## config.mk

```make
export PLATFORM = sky130hd
export DESIGN_NAME = regfile_write_arbiter
export DESIGN_NICKNAME = d
export VERILOG_FILES = /design/src/rtl/regfile_pkg.sv /design/src/rtl/rr_arbiter.sv /design/src/rtl/regfile_write_arbiter.sv
export SDC_FILE = /design/constraint.sdc
export NUM_CORES = 1
export LEC_CHECK = 0
export BUFFER_PORTS_ARGS = -buffer_cell sky130_fd_sc_hd__buf_2
export CAP_MARGIN = 10
export CELL_PAD_IN_SITES_DETAIL_PLACEMENT = 1
export CELL_PAD_IN_SITES_GLOBAL_PLACEMENT = 2
export CORE_UTILIZATION = 20
export DETAILED_ROUTE_END_ITERATION = 6
export GPL_ROUTABILITY_DRIVEN = 0
export PLACE_DENSITY_LB_ADDON = 0.1
export SLEW_MARGIN = 30
export SYNTH_ARGS = -nofsm -noshare
export SYNTH_HDL_FRONTEND = slang
export SYNTH_SLANG_ARGS = --single-unit
```

## constraint.sdc

```tcl
create_clock -name clk -period 6.6 [get_ports clk]
set_clock_uncertainty 0.15 [all_clocks]
set_input_delay 0.33 -clock clk [delete_from_list [all_inputs] [get_ports clk]]
set_output_delay 0.33 -clock clk [all_outputs]
set_load 0.03 [all_outputs]
```

## src/rtl/regfile_pkg.sv

```systemverilog
// Shared definitions for the integer register file write path.
package regfile_pkg;

  localparam int unsigned REG_ADDR_W = 5;
  localparam int unsigned NUM_REGS   = 32;

  typedef enum logic {
    CLEAR,
    RUN
  } rfw_state_t;

endpackage

```

## src/rtl/rr_arbiter.sv

```systemverilog
// Combinational round-robin arbiter: picks the first asserted request at or
// after the priority pointer, wrapping modulo N. The pointer register lives
// in the instantiating block.
module rr_arbiter #(
  parameter int unsigned N  = 3,
  parameter int unsigned IW = (N > 1) ? $clog2(N) : 1
) (
  input  logic [N-1:0]  req,
  input  logic [IW-1:0] ptr,
  output logic [N-1:0]  grant,
  output logic [IW-1:0] grant_idx,
  output logic          any_grant
);

  // Scan N positions starting at ptr; the first hit wins.
  always_comb begin
    int unsigned idx;
    idx       = 0;
    grant     = '0;
    grant_idx = '0;
    any_grant = 1'b0;
    for (int unsigned i = 0; i < N; i++) begin
      idx = (32'(ptr) + i) % N;
      if (!any_grant && req[IW'(idx)]) begin
        any_grant         = 1'b1;
        grant[IW'(idx)]   = 1'b1;
        grant_idx         = IW'(idx);
      end
    end
  end

endmodule

```

## src/rtl/regfile_write_arbiter.sv

```systemverilog
// Owner of the register file write port: clears x1..x31 after reset (or on
// request), then shares the port round-robin among NREQ writeback sources.
module regfile_write_arbiter
  import regfile_pkg::*;
#(
  parameter int unsigned Width    = 32,
  parameter int unsigned NREQ     = 3,
  parameter int unsigned CLEAR_EN = 1
) (
  input  logic                         clk,
  input  logic                         reset,
  input  logic                         clear_req,
  input  logic [NREQ-1:0]              req_valid,
  input  logic [NREQ*REG_ADDR_W-1:0]   req_addr,
  input  logic [NREQ*Width-1:0]        req_data,
  output logic [NREQ-1:0]              req_ready,
  output logic                         rf_RegWrite,
  output logic [REG_ADDR_W-1:0]        rf_W_Add,
  output logic [Width-1:0]             rf_W_Data,
  output logic                         init_done,
  output logic [((NREQ > 1) ? $clog2(NREQ) : 1)-1:0] grant_idx
);

  localparam int unsigned IW = (NREQ > 1) ? $clog2(NREQ) : 1;
  localparam logic [REG_ADDR_W-1:0] CLR_LAST = REG_ADDR_W'(NUM_REGS - 1);
  localparam rfw_state_t INIT_STATE = (CLEAR_EN != 0) ? CLEAR : RUN;

  rfw_state_t             state_q, state_d;
  logic [REG_ADDR_W-1:0]  clr_cnt_q, clr_cnt_d;
  logic [IW-1:0]          rr_ptr_q, rr_ptr_d;
  logic [IW-1:0]          grant_idx_q, grant_idx_d;

  logic [NREQ-1:0]        arb_grant;
  logic [IW-1:0]          arb_idx;
  logic                   arb_any;
  logic [REG_ADDR_W-1:0]  sel_addr;
  logic [Width-1:0]       sel_data;

  rr_arbiter #(
    .N  (NREQ),
    .IW (IW)
  ) u_rr_arbiter (
    .req       (req_valid),
    .ptr       (rr_ptr_q),
    .grant     (arb_grant),
    .grant_idx (arb_idx),
    .any_grant (arb_any)
  );

  assign grant_idx = grant_idx_q;

  // Route the granted requester's address/data slice.
  always_comb begin
    sel_addr = '0;
    sel_data = '0;
    for (int unsigned j = 0; j < NREQ; j++) begin
      if (IW'(j) == arb_idx) begin
        sel_addr = req_addr[j*REG_ADDR_W +: REG_ADDR_W];
        sel_data = req_data[j*Width +: Width];
      end
    end
  end

  // State, clear counter, round-robin pointer and last-grant registers.
  always_ff @(posedge clk or negedge reset) begin
    if (!reset) begin
      state_q     <= INIT_STATE;
      clr_cnt_q   <= REG_ADDR_W'(1);
      rr_ptr_q    <= '0;
      grant_idx_q <= '0;
    end else begin
      state_q     <= state_d;
      clr_cnt_q   <= clr_cnt_d;
      rr_ptr_q    <= rr_ptr_d;
      grant_idx_q <= grant_idx_d;
    end
  end

  // Next-state and write-port outputs; everything is forced to 0 while reset
  // is held so the port is quiet even though the state register sits in CLEAR.
  always_comb begin
    state_d     = state_q;
    clr_cnt_d   = clr_cnt_q;
    rr_ptr_d    = rr_ptr_q;
    grant_idx_d = grant_idx_q;
    req_ready   = '0;
    rf_RegWrite = 1'b0;
    rf_W_Add    = '0;
    rf_W_Data   = '0;
    init_done   = 1'b0;
    if (reset) begin
      case (state_q)
        CLEAR: begin
          rf_RegWrite = 1'b1;
          rf_W_Add    = clr_cnt_q;
          if (clr_cnt_q == CLR_LAST) begin
            clr_cnt_d = REG_ADDR_W'(1);
            state_d   = RUN;
          end else begin
            clr_cnt_d = clr_cnt_q + REG_ADDR_W'(1);
          end
        end
        RUN: begin
          init_done = 1'b1;
          if (clear_req) begin
            state_d   = CLEAR;
            clr_cnt_d = REG_ADDR_W'(1);
          end else if (arb_any) begin
            req_ready   = arb_grant;
            rf_W_Add    = sel_addr;
            rf_W_Data   = sel_data;
            rf_RegWrite = (sel_addr != '0);
            grant_idx_d = arb_idx;
            rr_ptr_d    = (arb_idx == IW'(NREQ - 1)) ? '0 : arb_idx + IW'(1);
          end
        end
        default: state_d = INIT_STATE;
      endcase
    end
  end

endmodule

```

==> flow_summary.yaml <==
synthesis:
  syn-num-nets: 383
  synthCells: 260
  avgSynthCellArea_um2: 7.46
  synthSimpleGateAreaFrac_pct: 22.7
  synth_mux_area_share_pct: 18.1
  synth_xor_area_share_pct: 0
  synth_adder_area_share_pct: 3.87
  yosysTopAreaCellShare_pct: 18.1
  synth_compound_area_share_pct: 34.2
  netlist_area_mm2: 0.00194
  ys_seq_area_share_pct: 13.0
  synth_top_family_by_area: "compound AO/OA/AOI/OAI gates"
  synth.largest_area_cell: "mux2i_1"
  yosysWarnings: 0
  synthDistinctLibCells: 45
  synthTopCellsByArea: "mux2i_1, a211oi_1, dfrtp_1, nor2_1, ha_1"
  synth_seq_cells: 10
detailed_routing:
  drt_first_pass_iters: 4
  via_per_inst: 4.74
  routedWlPerCell_um: 15.6
  drtIter0Drc: 38
  ant_nets: 0
  drt-total-wl_um: 8370
  vias: 2534
  drc: 0
floorplan:
  dieArea_mm2: 0.0101
  io_pins: 161
  initial_utilization_pct: 20.8
  row_count: 35
  core_mm2: 0.00933
  die_h_um: 100
  dieWidth_um: 100
sta:
  fin_crit_sh_pct: 56.1
  tns_ns: 0
  rsz0062_at_grt: "no"
  max_slew_margin_pct: 50.4
  min_period_ns: 3.70
  hold_violations: 0
  worst_pin_slew_ns: 0.745
  maxSlewViolCount: 0
  setup_viol: 0
  max_freq_ghz: 0.270
global_routing:
  grt_use_total_pct: 16.0
  use_met3_pct: 4.51
  top_usage_layer: "met2"
  grt_first_pass_wirelength_um: 12800
  use_met2_pct: 28.0
  grt_pass1_vias: 2493
  grt_overflow_total: 0
  antenna_found_initial: 1
  grt_use_met1_pct: 19.6
  grt_max_degree: 75
power_and_ir_drop:
  p_leak_nw: 1.43
  powerDensity_mw_per_mm2: 340
  vdd_drop_max_mv: 0.117
  report.power.total_w: 0.000970
clocking:
  htree_num_levels: 1
  cts_tree: "done"
  clock_latency_ns: 0.24
  clkSinkCount: 10
  ctsResizeCount: 0
  cts.clk_slew.worst_paths_ns: 0.05
  post-cts-setup-buffer-count: 0
  root_buffer: "clkbuf_8"
  clock_path_buffers: 2
  ctsHoldBuffers: 1
  cts_buffers: 3
setup_path:
  path_cells: "inv_1 -> ha_1 -> nand3b_1 -> o31ai_1 -> a211oi_2 -> nand2_4 -> mux2i_1 -> a211oi_1 -> buf_2"
  reg2reg_to: "rr_ptr_q[1]$_DFFE_PN0P_"
  crit_path_start: "rr_ptr_q[0]$_DFFE_PN0P_"
  worstSetupPathType: "flip-flop to primary output"
  critPathCaptureType: "primary output"
  max_stage_delay_ns: 0.52
  rr_worst_depth: 8
  r2r_start: "rr_ptr_q[0]$_DFFE_PN0P_"
  cp_num_buf_inv: 2
  path_max_fanout: 34
  start_kind: "flip-flop"
  worstPathRequired_ns: 6.12
  cp.arrival_ns: 3.22
  r2r_slack_ns: 3.75
  path_delay_family: "compound AO/OA/AOI/OAI gates"
  crit_slowest_cell: "a211oi_2"
place:
  hpwl_um: 6630
  io_buffers: 160
finish:
  final_layout_size_suffix_gt1_share_pct: 43.1
  most-common-layout-cells: "buf_2, nor2_1, mux2i_1"
  syn_to_final_growth_pct: 47.0
  multi_input_area_mm2: 0.00154
  final_common_cell: "buf_2"
  diodes: 0
  nFillCells: 1196
  finalNetCount: 530
  final-seq-area_um2: 251
  finalCoreUtilization_pct: 30.6
min_path:
  hold_path_class: "input port to flip-flop"
  min_to: "state_q$_DFFE_PN0P_"
  min-delay-start: "clear_req"
  hold_depth: 2
run:
  drv_cap: 0
run_status:
  status: "finished clean"
==> logic make-up (layout without fill, tap and decap cells) <==
logic type,count (synthesis),after routing
mux,35,35
simple gates,93,93
compound gates,90,90
fa+ha+maj,6,6
flops,10,10
buf+inv,26,172
==> worst max-delay path by stage <==
stage / end / cells after the start
5_1_grt: rf_W_Data[6] / 9
4_1_cts: rf_W_Add[0] / 8
2_1_floorplan: rf_W_Data[10] / 10
6_report: rf_W_Data[0] / 9
3_5_place_dp: rf_W_Add[0] / 8
3_3_place_gp: rf_W_Add[0] / 8
==> where the power goes <==
part | internal, W | total (W) | switching (W)
Clock | 0.0000526 | 0.0000786 | 0.0000260
Combinational | 0.000284 | 0.000768 | 0.000484
Sequential | 0.0000917 | 0.000123 | 0.0000315
==> layout make-up <==
type	count	share of cell area [%]
multi-input combinational	224	54.1
clock buffer	4	1.93
sequential	10	8.82
timing repair buffer	162	28.7
inverter	6	0.790
tap	129	5.66
==> synth_stat cells (all sizes together) <==
library cell  instances
nor2                 46
a211oi               35
mux2i                35
nand2                14
o21ai                14
buf                  11
clkbuf                9
dfrtp                 9
nor2b                 9
a21oi                 7
a31oi                 6
ha                    6
inv                   6
nand3                 5
o21a                  5
a21o                  4
a22o                  4
and2                  4
a311oi                3
and3                  3
nand2b                3
o31ai                 3
a2111oi               2
nand3b                2
a211o                 1
a22oi                 1
a41oi                 1
and3b                 1
dfstp                 1
nand4                 1
nor3                  1
nor3b                 1
o2111ai               1
o21ba                 1
o21bai                1
o221ai                1
or2                   1
or2b                  1
or4                   1
==> flip-flops by register name, indices dropped and copies added, names as in the netlist <==
| signal | count |
|---|---|
| grant_idx | 2 |
| rr_ptr_q | 2 |
| state_q | 1 |
| clr_cnt_q | 5 |
==> routing by layer <==
metal	share of wire, %	wire (um)
met1	42	3510
met2	49	4100
met3	7.8	650
met4	1.1	93
met5	0.20	17
==> per-stage QoR <==
step                setup WS, ns  hold WS [ns]  cells  area (um2)
floorplan                   3.31        -0.116    260        1940
global placement            3.05         0.164    530        2780
detailed placement          2.98         0.163    530        2780
CTS                         2.72         0.174    535        2840
global route                2.61         0.190    535        2850
finish                      2.90         0.177    535        2850
No activity file was read; power rests on OpenSTA's default activity.
